<file path="src/rtl/mult_pkg.sv">
// Shared definitions for the multiply-accumulate datapath: operand and
// accumulator widths plus the accumulator FSM state encoding.
package mult_pkg;

  // Width of one unsigned product from the 4x4 multiplier stage.
  localparam int PROD_W = 8;
  // Accumulator width: 16 * 225 = 3600 fits in 12 bits, so no overflow handling.
  localparam int ACC_W  = 12;
  // Product counter width: must hold 0..16.
  localparam int CNT_W  = 5;

  // ACCUM: collecting products. DONE: holding a finished result for the consumer.
  typedef enum logic {
    ACCUM = 1'b0,
    DONE  = 1'b1
  } acc_state_t;

endpackage : mult_pkg

</file>
<file path="src/rtl/mult_accumulator.sv">
// Sums N_PROD unsigned products into a 12-bit result using valid/ready
// handshakes on both sides. A result is presented one cycle after its last
// product. It is held until the consumer takes it. 'clear' abandons the
// accumulation in progress.
module mult_accumulator
  import mult_pkg::*;
#(
  parameter int unsigned N_PROD = 4
) (
  input  logic              clk,
  input  logic              rst,
  input  logic              clear,
  input  logic              in_valid,
  output logic              in_ready,
  input  logic [PROD_W-1:0] product,
  output logic              out_valid,
  input  logic              out_ready,
  output logic [ACC_W-1:0]  sum,
  output logic [CNT_W-1:0]  count
);

  // Count value held before the product that completes a result.
  localparam logic [CNT_W-1:0] LAST_CNT = CNT_W'(N_PROD - 1);

  acc_state_t       state;
  logic [ACC_W-1:0] acc;
  logic [CNT_W-1:0] cnt;

  // FSM, accumulator and counter. clear takes priority over both handshakes.
  // NOTE: all state is reset asynchronously so that a pending partial sum or
  // result disappears the moment rst rises, not at the next clock edge.
  always_ff @(posedge clk or posedge rst) begin
    if (rst) begin
      state     <= ACCUM;
      acc       <= '0;
      cnt       <= '0;
      out_valid <= 1'b0;
    end else if (clear) begin
      state     <= ACCUM;
      acc       <= '0;
      cnt       <= '0;
      out_valid <= 1'b0;
    end else begin
      // NOTE: non-blocking assignments, so every branch sees the pre-edge
      // values of acc and cnt, not values updated earlier in this block.
      case (state)
        ACCUM: begin
          if (in_valid) begin
            acc <= acc + ACC_W'(product);
            cnt <= cnt + CNT_W'(1);
            if (cnt == LAST_CNT) begin
              state     <= DONE;
              out_valid <= 1'b1;
            end
          end
        end
        DONE: begin
          // The result is frozen here. A product offered in the release
          // cycle is not taken because in_ready is still low.
          if (out_ready) begin
            state     <= ACCUM;
            acc       <= '0;
            cnt       <= '0;
            out_valid <= 1'b0;
          end
        end
        default: begin
          state     <= ACCUM;
          acc       <= '0;
          cnt       <= '0;
          out_valid <= 1'b0;
        end
      endcase
    end
  end

  // in_ready is decoded from the state register only. It has no path from in_valid.
  assign in_ready = (state == ACCUM);
  assign sum      = acc;
  assign count    = cnt;

endmodule : mult_accumulator

</file>
<file path="config.mk">
export PLATFORM = sky130hd
export DESIGN_NAME = mult_accumulator
export DESIGN_NICKNAME = d
export VERILOG_FILES = /design/src/rtl/mult_pkg.sv /design/src/rtl/mult_accumulator.sv
export SDC_FILE = /design/constraint.sdc
export NUM_CORES = 1
export LEC_CHECK = 0
export CORE_UTILIZATION = 47
export DETAILED_ROUTE_END_ITERATION = 10
export PLACE_DENSITY = 0.76
export REMOVE_ABC_BUFFERS = 1
export SETUP_SLACK_MARGIN = 0.3
export SYNTH_ARGS = -nofsm -noshare
export SYNTH_HDL_FRONTEND = slang
export SYNTH_SLANG_ARGS = --single-unit
</file>
<file path="constraint.sdc">
create_clock -name clk -period 2.7 [get_ports clk]
set_clock_uncertainty 0.2 [all_clocks]
set_input_delay 0.27 -clock clk [delete_from_list [all_inputs] [get_ports clk]]
set_output_delay 0.27 -clock clk [all_outputs]
set_load 0.05 [all_outputs]
</file>
=== After elaboration in Yosys (flattened, before gate mapping) ===
Index checks and enable logic that the tools add are counted.

* Register bits after elaboration: 19
* Input bits: 13

* Add/subtract/negate cells: 2
* Eq/ne operators: 4
* Mux-type cells: 18
* Bitwise gates (word level): 1
* Reduce and logical (&&, ||, !) cells: 2

{| class="wikitable"
|+ Operators with widths
! cell !! count
|-
| 12-bit two-way mux || 3
|-
| 12-bit one-hot mux with 2 select lines || 1
|-
| 5-bit two-way mux || 3
|-
| 12-bit by 8-bit adder with 12-bit output || 1
|-
| 5-bit one-hot mux with 2 select lines || 1
|-
| 1-bit two-way mux || 8
|-
| 3-bit inequality test (second input constant) || 2
|-
| 5-bit by 1-bit adder with 5-bit output (second input constant) || 1
|-
| 5-bit by 2-bit == test with 1-bit output (second input constant) || 1
|-
| 1-bit one-hot mux with 2 select lines || 2
|-
| 3-bit by 2-bit inequality test with 1-bit output (second input constant) || 1
|-
| 3-bit AND reduction || 1
|-
| 2-bit AND reduction || 1
|-
| 1-bit NOT || 1
|}

=== Logic depth before layout (Yosys ltp) ===
Gate-level depths: netlist of run 1.

* Depth after elaboration: 5
* Gate-level depth with buffers: 7
* Mapped depth without buffers: 7

=== Worst setup path after synthesis of run 1 ===
No wires, ideal clock.

* Path kind: register to register
* Start point: reg acc[0], in the netlist sum[0]
* End point: reg acc[6], in the netlist sum[6]
* Library setup time: 0.121 ns
* Arrival: 2.010 ns
* Data required time: 2.379 ns
* Setup slack: 0.369 ns
* Cell stages (with the launch flop): 8
* Cells stage by stage: dfrtp_1 ha_1 fa_1 nand3_1 nand2_1 a311oi_1 xnor2_1 a22o_1

* Cells in the longest elaborated chain, start to end: 4

{| class="wikitable"
|+ Ends and longest elaborated chain
! item !! RTL line !! text
|-
| start, declared || mult_accumulator.sv:26 || <nowiki>logic [ACC_W-1:0] acc;</nowiki>
|-
| start signal, assigned || mult_accumulator.sv:49 || <nowiki>acc <= acc + ACC_W'(product);</nowiki>
|-
| 12-bit by 8-bit adder with 12-bit output || mult_accumulator.sv:49 ||
|-
| 12-bit two-way mux || mult_accumulator.sv:48 || <nowiki>if (in_valid) begin</nowiki>
|-
| 12-bit one-hot mux with 2 select lines || mult_accumulator.sv:46 || <nowiki>case (state)</nowiki>
|-
| 12-bit two-way mux || mult_accumulator.sv:38 || <nowiki>end else if (clear) begin</nowiki>
|}

No other way between the ends. The select of a mux whose other input is x is not followed.
A chain may end at the register's enable or synchronous reset.

=== Worst setup path after layout of run 1 ===
Ends and elaborated chain as after synthesis.

==> results.md, run 1 <==
- Status: complete, no violations
- Slowest-stage cell, CP: fa_1
- Largest family of logic cells by synthesized area: compound AO/OA/AOI/OAI gates
- Post-Synth Simple-Gate Area: 14.50%
- Mapped Cells: 109
- GPL Wtd Cong: 0.8392
- Cell Area, Synth: 0.001147 mm²
- Worst Path Max Fanout: 3
- Placed Cells: 167
- ANT nets after route: 0
- I/O pins: 32
- IO Port Bufs: 31
- CTS clk-pin slew, worst paths: 130 ps
- Die Area: 0.002643 mm²
- Max_cap viols: 0
- DRC Markers: 0
- Setup WS pre-CTS: 182.0 ps
- Setup TNS: 0 ps
- Number of H-tree levels: 1
- First-pass GRT wire length: 4257 µm
- Vias: 978
- Post-CTS Hold Buffers: 0
- CP Data Arrival Time: 2200 ps
- Row Count: 17
- Worst slew margin: 32.06%
- Slew Limit Fails: 0
- Synth Area in Adders: 11.56%
- CP endpoint kind: flop
- Period utilization: 81.28%
- Post-DR vias/cell: 5.719
- Die width: 51.41 µm
- Hold Vio Cnt, Final: 0
- Synth warnings: 0
- Pleak: 0.6707 nW
- Mux cell area share after synthesis: 0.9815%
- Slack of the critical path: 505.5 ps
- Starting DRT DRC Count: 15
- Initial Util: 50.89%
- CP Class: flop to flop
- Crit path cell chain: ha_1, fa_1, nand3_1, nand2_1, a311oi_1, xnor2_1, a22o_1
- GRT Overall Usage: 21.78%
- CTS tree: built
- Hold WC Path Type: primary input to async pin
- Mean Syn Cell Area: 10.53 µm²
- Post-CTS Resized: 0
- Clock Latency Late Sink: 300 ps
- Num CTS Buffers: 3
- Detailed Route WL: 2517 µm
- TritonCTS Sinks: 19
- Core area: 0.002255 mm²
- Fraction of layout cells with a size suffix above 1: 6.993%
- Seq/Total Area, Yosys: 41.44%
- Maximum vdd drop: 0.0003222 V
- CTS Buffer Depth: 2
- Min Tclk post-route: 2195 ps
- Final Core Density: 67.31%
- Number of global-route vias before repair: 926
- Fin cells: 171
- Most frequent cells in the layout: clkdlybuf4s50_1, dfrtp_1, a21oi_1, ha_1
- Xor/xnor share of the synthesized area: 6.107%
- Crit-path max cell delay: 430 ps
- RSZ-0062 raised after global routing: no
- Antenna fix cells: 0
- Detailed placer's ending HPWL: 1827 µm
- Initial antenna violation count: 0
- Die span in y: 51.41 µm
- Clock Tree Root: clkbuf_4
- Worst slew pin tran: 1019 ps
- DRT Pass-1 Iters: 4
- Final setup fails: 0
- Power per standard cell area: 524.5 mW/mm²
- Synth-to-Final Area Change: 32.28%
- Largest net degree at the start of global routing: 20
- Wire length per cell: 14.72 µm
- Synth Register Bits: 19
- Compound-Gate Fraction of Synth Area: 23.88%
- Startpoint Class: flop
- Most common library cell in the layout ignoring fill and taps: clkdlybuf4s50_1
- Post-CTS setup buffers: 0
- Nets@finish: 167
- Worst EP required: 2710 ps
- Total grt overflow: 0
- Max Freq: 0.4557 GHz
- Cell variety after synth: 36
flip-flops by register name (all words and copies together) (netlist names):
name	count
count	5
out_valid	1
state	1
sum	12
worst max-delay path: cells and delay by family, from the launching register on:
family / cells / cell delay (ps)
AO/OA/AOI/OAI: 2 / 510
XOR/XNOR: 1 / 100
adder cells (fa/ha/maj): 2 / 670
flip-flops: 1 / 420
AND/OR/NAND/NOR: 2 / 200
power breakdown:
| group | switching [mW] | total [mW] | leakage [nW] | internal [mW] |
|---|---|---|---|---|
| Combinational | 0.187 | 0.314 | 0.395 | 0.127 |
| Sequential | 0.0225 | 0.329 | 0.258 | 0.306 |
| Clock | 0.0986 | 0.154 | 0.0177 | 0.0551 |
cell usage after synthesis:
cell        n  area share (%)
a311oi_1    1            0.76
inv_1       2            0.65
nor4b_2     1             1.3
nor3_2      1            0.87
o2111ai_1   1            0.76
o21bai_1    1            0.65
a2111oi_4   1             2.4
nor2_1      8             2.6
xor2_1      5             3.8
a211oi_1    1            0.65
o21a_1      1            0.65
a211oi_2    1             1.1
dfrtp_1    19              41
ha_1        9             9.8
nand2_1     7             2.3
nor4b_1     1            0.76
fa_1        1             1.7
and2_1      1            0.55
o31a_1      1            0.76
or3_1       1            0.55
nand3_1     2            0.87
nand4b_1    1            0.76
o21ai_0     5             2.2
a21o_1      3             2.0
nand4_1     2             1.1
o21ai_1     3             1.3
mux2_2      1            0.98
nor3_1      1            0.44
buf_2       2            0.87
xnor2_1     3             2.3
nand2b_1    1            0.55
nor4_1      1            0.55
a21oi_1     9             3.9
or4_1       2             1.3
a22o_1      8             6.1
o211ai_1    1            0.65
layer usage:
layer | up-vias | part of all wire, % | track usage, % | routed length (µm)
li1 | 483 | - | - | -
met1 | 474 | 49 | 29.66 | 1228
met2 | 19 | 47 | 35.28 | 1179
met3 | 2 | 3.7 | 3.274 | 94
met4 | 0 | 0.56 | 6.757 | 14
met5 | - | 0 | 0 | 0
kinds of logic (layout without fill, tap and decap cells):
family,count (synthesis),after routing
and+or+nand+nor,30,30
AOI/OAI and AO/OA,37,37
adders and majority gates,10,10
muxes,1,1
xor gates and xnor gates,8,8
buffers and inverters,4,38
DFF,19,19
metrics by stage:
step	hold slack [ps]	power (mW)	cell area [µm²]
floorplan	21.13	0.5513	1137
detailed placement	301.7	0.6469	1490
finish	168.2	0.7961	1518
global placement	282.2	0.6436	1490
CTS	202.2	0.8002	1518
global route	235.8	0.8374	1518
final cells by class:
| class | instances | area, µm² |
|---|---|---|
| Clock inverter | 1 | 5.005 |
| Multi-Input combinational cell | 86 | 654.4 |
| Clock buffer | 3 | 22.52 |
| Timing Repair Buffer | 32 | 317.8 |
| Inverter | 2 | 7.507 |
| Sequential cell | 19 | 475.5 |
| Fill cell | 197 | 737.0 |
| Tap cell | 28 | 35.03 |
worst paths after layout:
check | endpoint | slack [ps] | depth (start not counted) | from
max | sum[6]$_DFFE_PP0P_ | 510 | 7 | sum[0]$_DFFE_PP0P_
min | sum[7]$_DFFE_PP0P_ | 170 | 2 | rst
max reg2reg | sum[6]$_DFFE_PP0P_ | 510 | 7 | sum[0]$_DFFE_PP0P_
min reg2reg | out_valid$_DFFE_PP0P_ | 330 | 2 | out_valid$_DFFE_PP0P_
max in group asynchronous | count[2]$_DFFE_PP0P_ | 1660 | 2 | rst
min in group clk | out_valid$_DFFE_PP0P_ | 330 | 2 | out_valid$_DFFE_PP0P_
Power figures use the tool's default switching activity.
==> run 2: changes to the inputs <==
clock period = 2.2 ns   (was 2.7 ns; I/O delays follow)
==> run 2 against run 1 <==
Against the previous run: cell count grew 11%; sequential power grew 25%; fmax grew 3.5%; critical endpoint is now sum[9]$_DFFE_PP0P_; largest power group is now combinational cells; highest routed layer unchanged.
==> results.md, run 2 (synthesized netlist as in run 1, its figures left out) <==
- Status: complete, no violations (unchanged)
- IO Port Bufs: 31 (unchanged)
- Min Tclk post-route: 2120 ps (was 2195 ps)
- Period utilization: 96.38% (was 81.28%)
- Initial antenna violation count: 0 (unchanged)
- TritonCTS Sinks: 19 (unchanged)
- GRT Overall Usage: 27.66% (was 21.78%)
- Crit path buffers/inverters: 1 (was 0)
- Worst slew margin: 65.78% (was 32.06%)
- Final setup fails: 0 (unchanged)
- Clock Tree Root: clkbuf_4 (unchanged)
- Synth-to-Final Area Change: 61.18% (was 32.28%)
- CP Class: flop to flop (unchanged)
- Wire length per cell: 18.28 µm (was 14.72 µm)
- Nets@finish: 186 (was 167)
- Fraction of layout cells with a size suffix above 1: 31.48% (was 6.993%)
- Core area: 0.002255 mm² (unchanged)
- Crit. Startpoint: sum[1]$_DFFE_PP0P_ (was sum[0]$_DFFE_PP0P_)
- Row Count: 17 (unchanged)
- Power per standard cell area: 625.2 mW/mm² (was 524.5 mW/mm²)
- Hold Vio Cnt, Final: 0 (unchanged)
- Total grt overflow: 0 (unchanged)
- ANT nets after route: 0 (unchanged)
- Reg2reg start: sum[1]$_DFFE_PP0P_ (was sum[0]$_DFFE_PP0P_)
- Antenna fix cells: 0 (unchanged)
- Detailed placer's ending HPWL: 1984 µm (was 1827 µm)
- First-pass GRT wire length: 5423 µm (was 4257 µm)
- Worst EP required: 2250 ps (was 2710 ps)
- Initial Util: 50.89% (unchanged)
- CTS Buffer Depth: 2 (unchanged)
- Hold WC Path Type: primary input to async pin (unchanged)
- Detailed Route WL: 3473 µm (was 2517 µm)
- Maximum vdd drop: 0.0005114 V (was 0.0003222 V)
- Setup TNS: 0 ps (unchanged)
- Most frequent cells in the layout: dlygate4sd2_1, dfrtp_1, buf_4, clkdlybuf4s50_1, a22o_1 (was clkdlybuf4s50_1, dfrtp_1, a21oi_1, ha_1)
- Starting DRT DRC Count: 29 (was 15)
- CP endpoint kind: flop (unchanged)
- CTS tree: built (unchanged)
- Fin cells: 190 (was 171)
- DRT Pass-1 Iters: 4 (unchanged)
- Slew Limit Fails: 0 (unchanged)
- Die width: 51.41 µm (unchanged)
- Most common library cell in the layout ignoring fill and taps: dlygate4sd2_1 (was clkdlybuf4s50_1)
- Number of global-route vias before repair: 1,170 (was 926)
- I/O pins: 32 (unchanged)
- Worst slew pin tran: 515.3 ps (was 1019 ps)
- Clock Latency Late Sink: 310 ps (was 300 ps)
- Crit-path max cell delay: 470 ps (was 430 ps)
- Largest net degree at the start of global routing: 20 (unchanged)
- CTS clk-pin slew, worst paths: 130 ps (about the same)
- Max_cap viols: 0 (unchanged)
- Max Freq: 0.4716 GHz (was 0.4557 GHz)
- Max reg flops: 12 (unchanged)
- DRC Markers: 0 (unchanged)
- CP Data Arrival Time: 2170 ps (was 2200 ps)
- Number of H-tree levels: 1 (unchanged)
- Pwr Total: 1.156 mW (was 796.1 µW)
- Final Core Density: 82.02% (was 67.31%)
- Cell family with most CP delay: compound AO/OA/AOI/OAI gates (was adder cells)
- Die span in y: 51.41 µm (unchanged)
- Vias: 1,131 (was 978)
- Placed instance area: 0.001573 mm² (was 0.001490 mm²)
- Pleak: 0.8755 nW (was 0.6707 nW)
- RSZ-0062 raised after global routing: yes (was no)
- Slowest-stage cell, CP: dfrtp_2 (was fa_1)
- Placed Cells: 178 (was 167)
- Num CTS Buffers: 3 (unchanged)
- Die Area: 0.002643 mm² (unchanged)
- Post-CTS Hold Buffers: 0 (unchanged)
- GPL Wtd Cong: 0.8318 (was 0.8392)
- Worst Path Max Fanout: 4 (was 3)
- Startpoint Class: flop (unchanged)
- Post-DR vias/cell: 5.953 (was 5.719)
- Fin area: 0.001849 mm² (was 0.001518 mm²)
- Crit path cell chain: ha_4, a211oi_4, buf_4, nor3_4, a2111oi_4, o31a_1, o21a_1 (was ha_1, fa_1, nand3_1, nand2_1, a311oi_1, xnor2_1, a22o_1)
-- run 2: cell types whose count changed in the layout (fill, tap and decap cells not counted), sizes merged --
cell	delta
buf	+19
clkdlybuf4s50	-20
dlygate4sd2	+19
dlymetal6s2s	+1
-- run 2: layout make-up --
cell class              instances  area, µm²
well taps                      28      35.03
clock inverters                 1      5.005
multi-input cells              86      848.3
flip-flops and latches         19      476.7
fillers                       133      405.4
repair buffers                 51      454.2
inverters                       2      7.507
clock buffers                   3      22.52
-- run 2: final timing paths --
check / to / slack, ps / cells after the start
max in group asynchronous: sum[1]$_DFFE_PP0P_ / 1520 / 3
hold reg to reg: out_valid$_DFFE_PP0P_ / 350 / 2
setup reg to reg: sum[9]$_DFFE_PP0P_ / 80 / 7
hold / removal: sum[4]$_DFFE_PP0P_ / 40 / 3
setup / recovery: sum[9]$_DFFE_PP0P_ / 80 / 7
min in group clk: sum[1]$_DFFE_PP0P_ / 280 / 3
-- run 2: power breakdown --
| part | internal [mW] | switching (mW) | leakage, nW |
|---|---|---|---|
| Combinational | 0.254 | 0.299 | 0.601 |
| Sequential | 0.376 | 0.0361 | 0.257 |
| Clock | 0.0677 | 0.124 | 0.0177 |
-- run 2: worst reg2reg max path: stages, from the launching register on --
cell       delay (ps)
dfrtp_2           470
ha_4              270
a211oi_4          260
buf_4             160
nor3_4             40
a2111oi_4         350
o31a_1            210
o21a_1            120
-- run 2: per-layer routing --
metal  up-vias  share of wire [%]  global-route usage, %
li1        520                  -                      -
met2        49                 49                  46.97
met3        12                4.8                  4.167
met1       550                 43                  34.78
met5         -                  0                      0
met4         0                3.4                  11.26
-- run 2: through the flow --
stage,worst slack [ps],hold slack (ps)
final,79.53,39.25
after global routing,18.79,68.06
after CTS,168.2,60.33
after detailed placement,-211.9,307.1
after global placement,-157.7,281.9
after floorplan,-130.5,-28.87
-- run 2: repair_timing --
| item | in CTS | in global routing |
|---|---|---|
| pin swaps | 15 | 11 |
| resized for setup | 40 | 15 |
| setup endpoints to repair | 27 | 8 |
| endpoints found under the hold margin | 0 | 0 |
| buffers inserted | 4 | 4 |
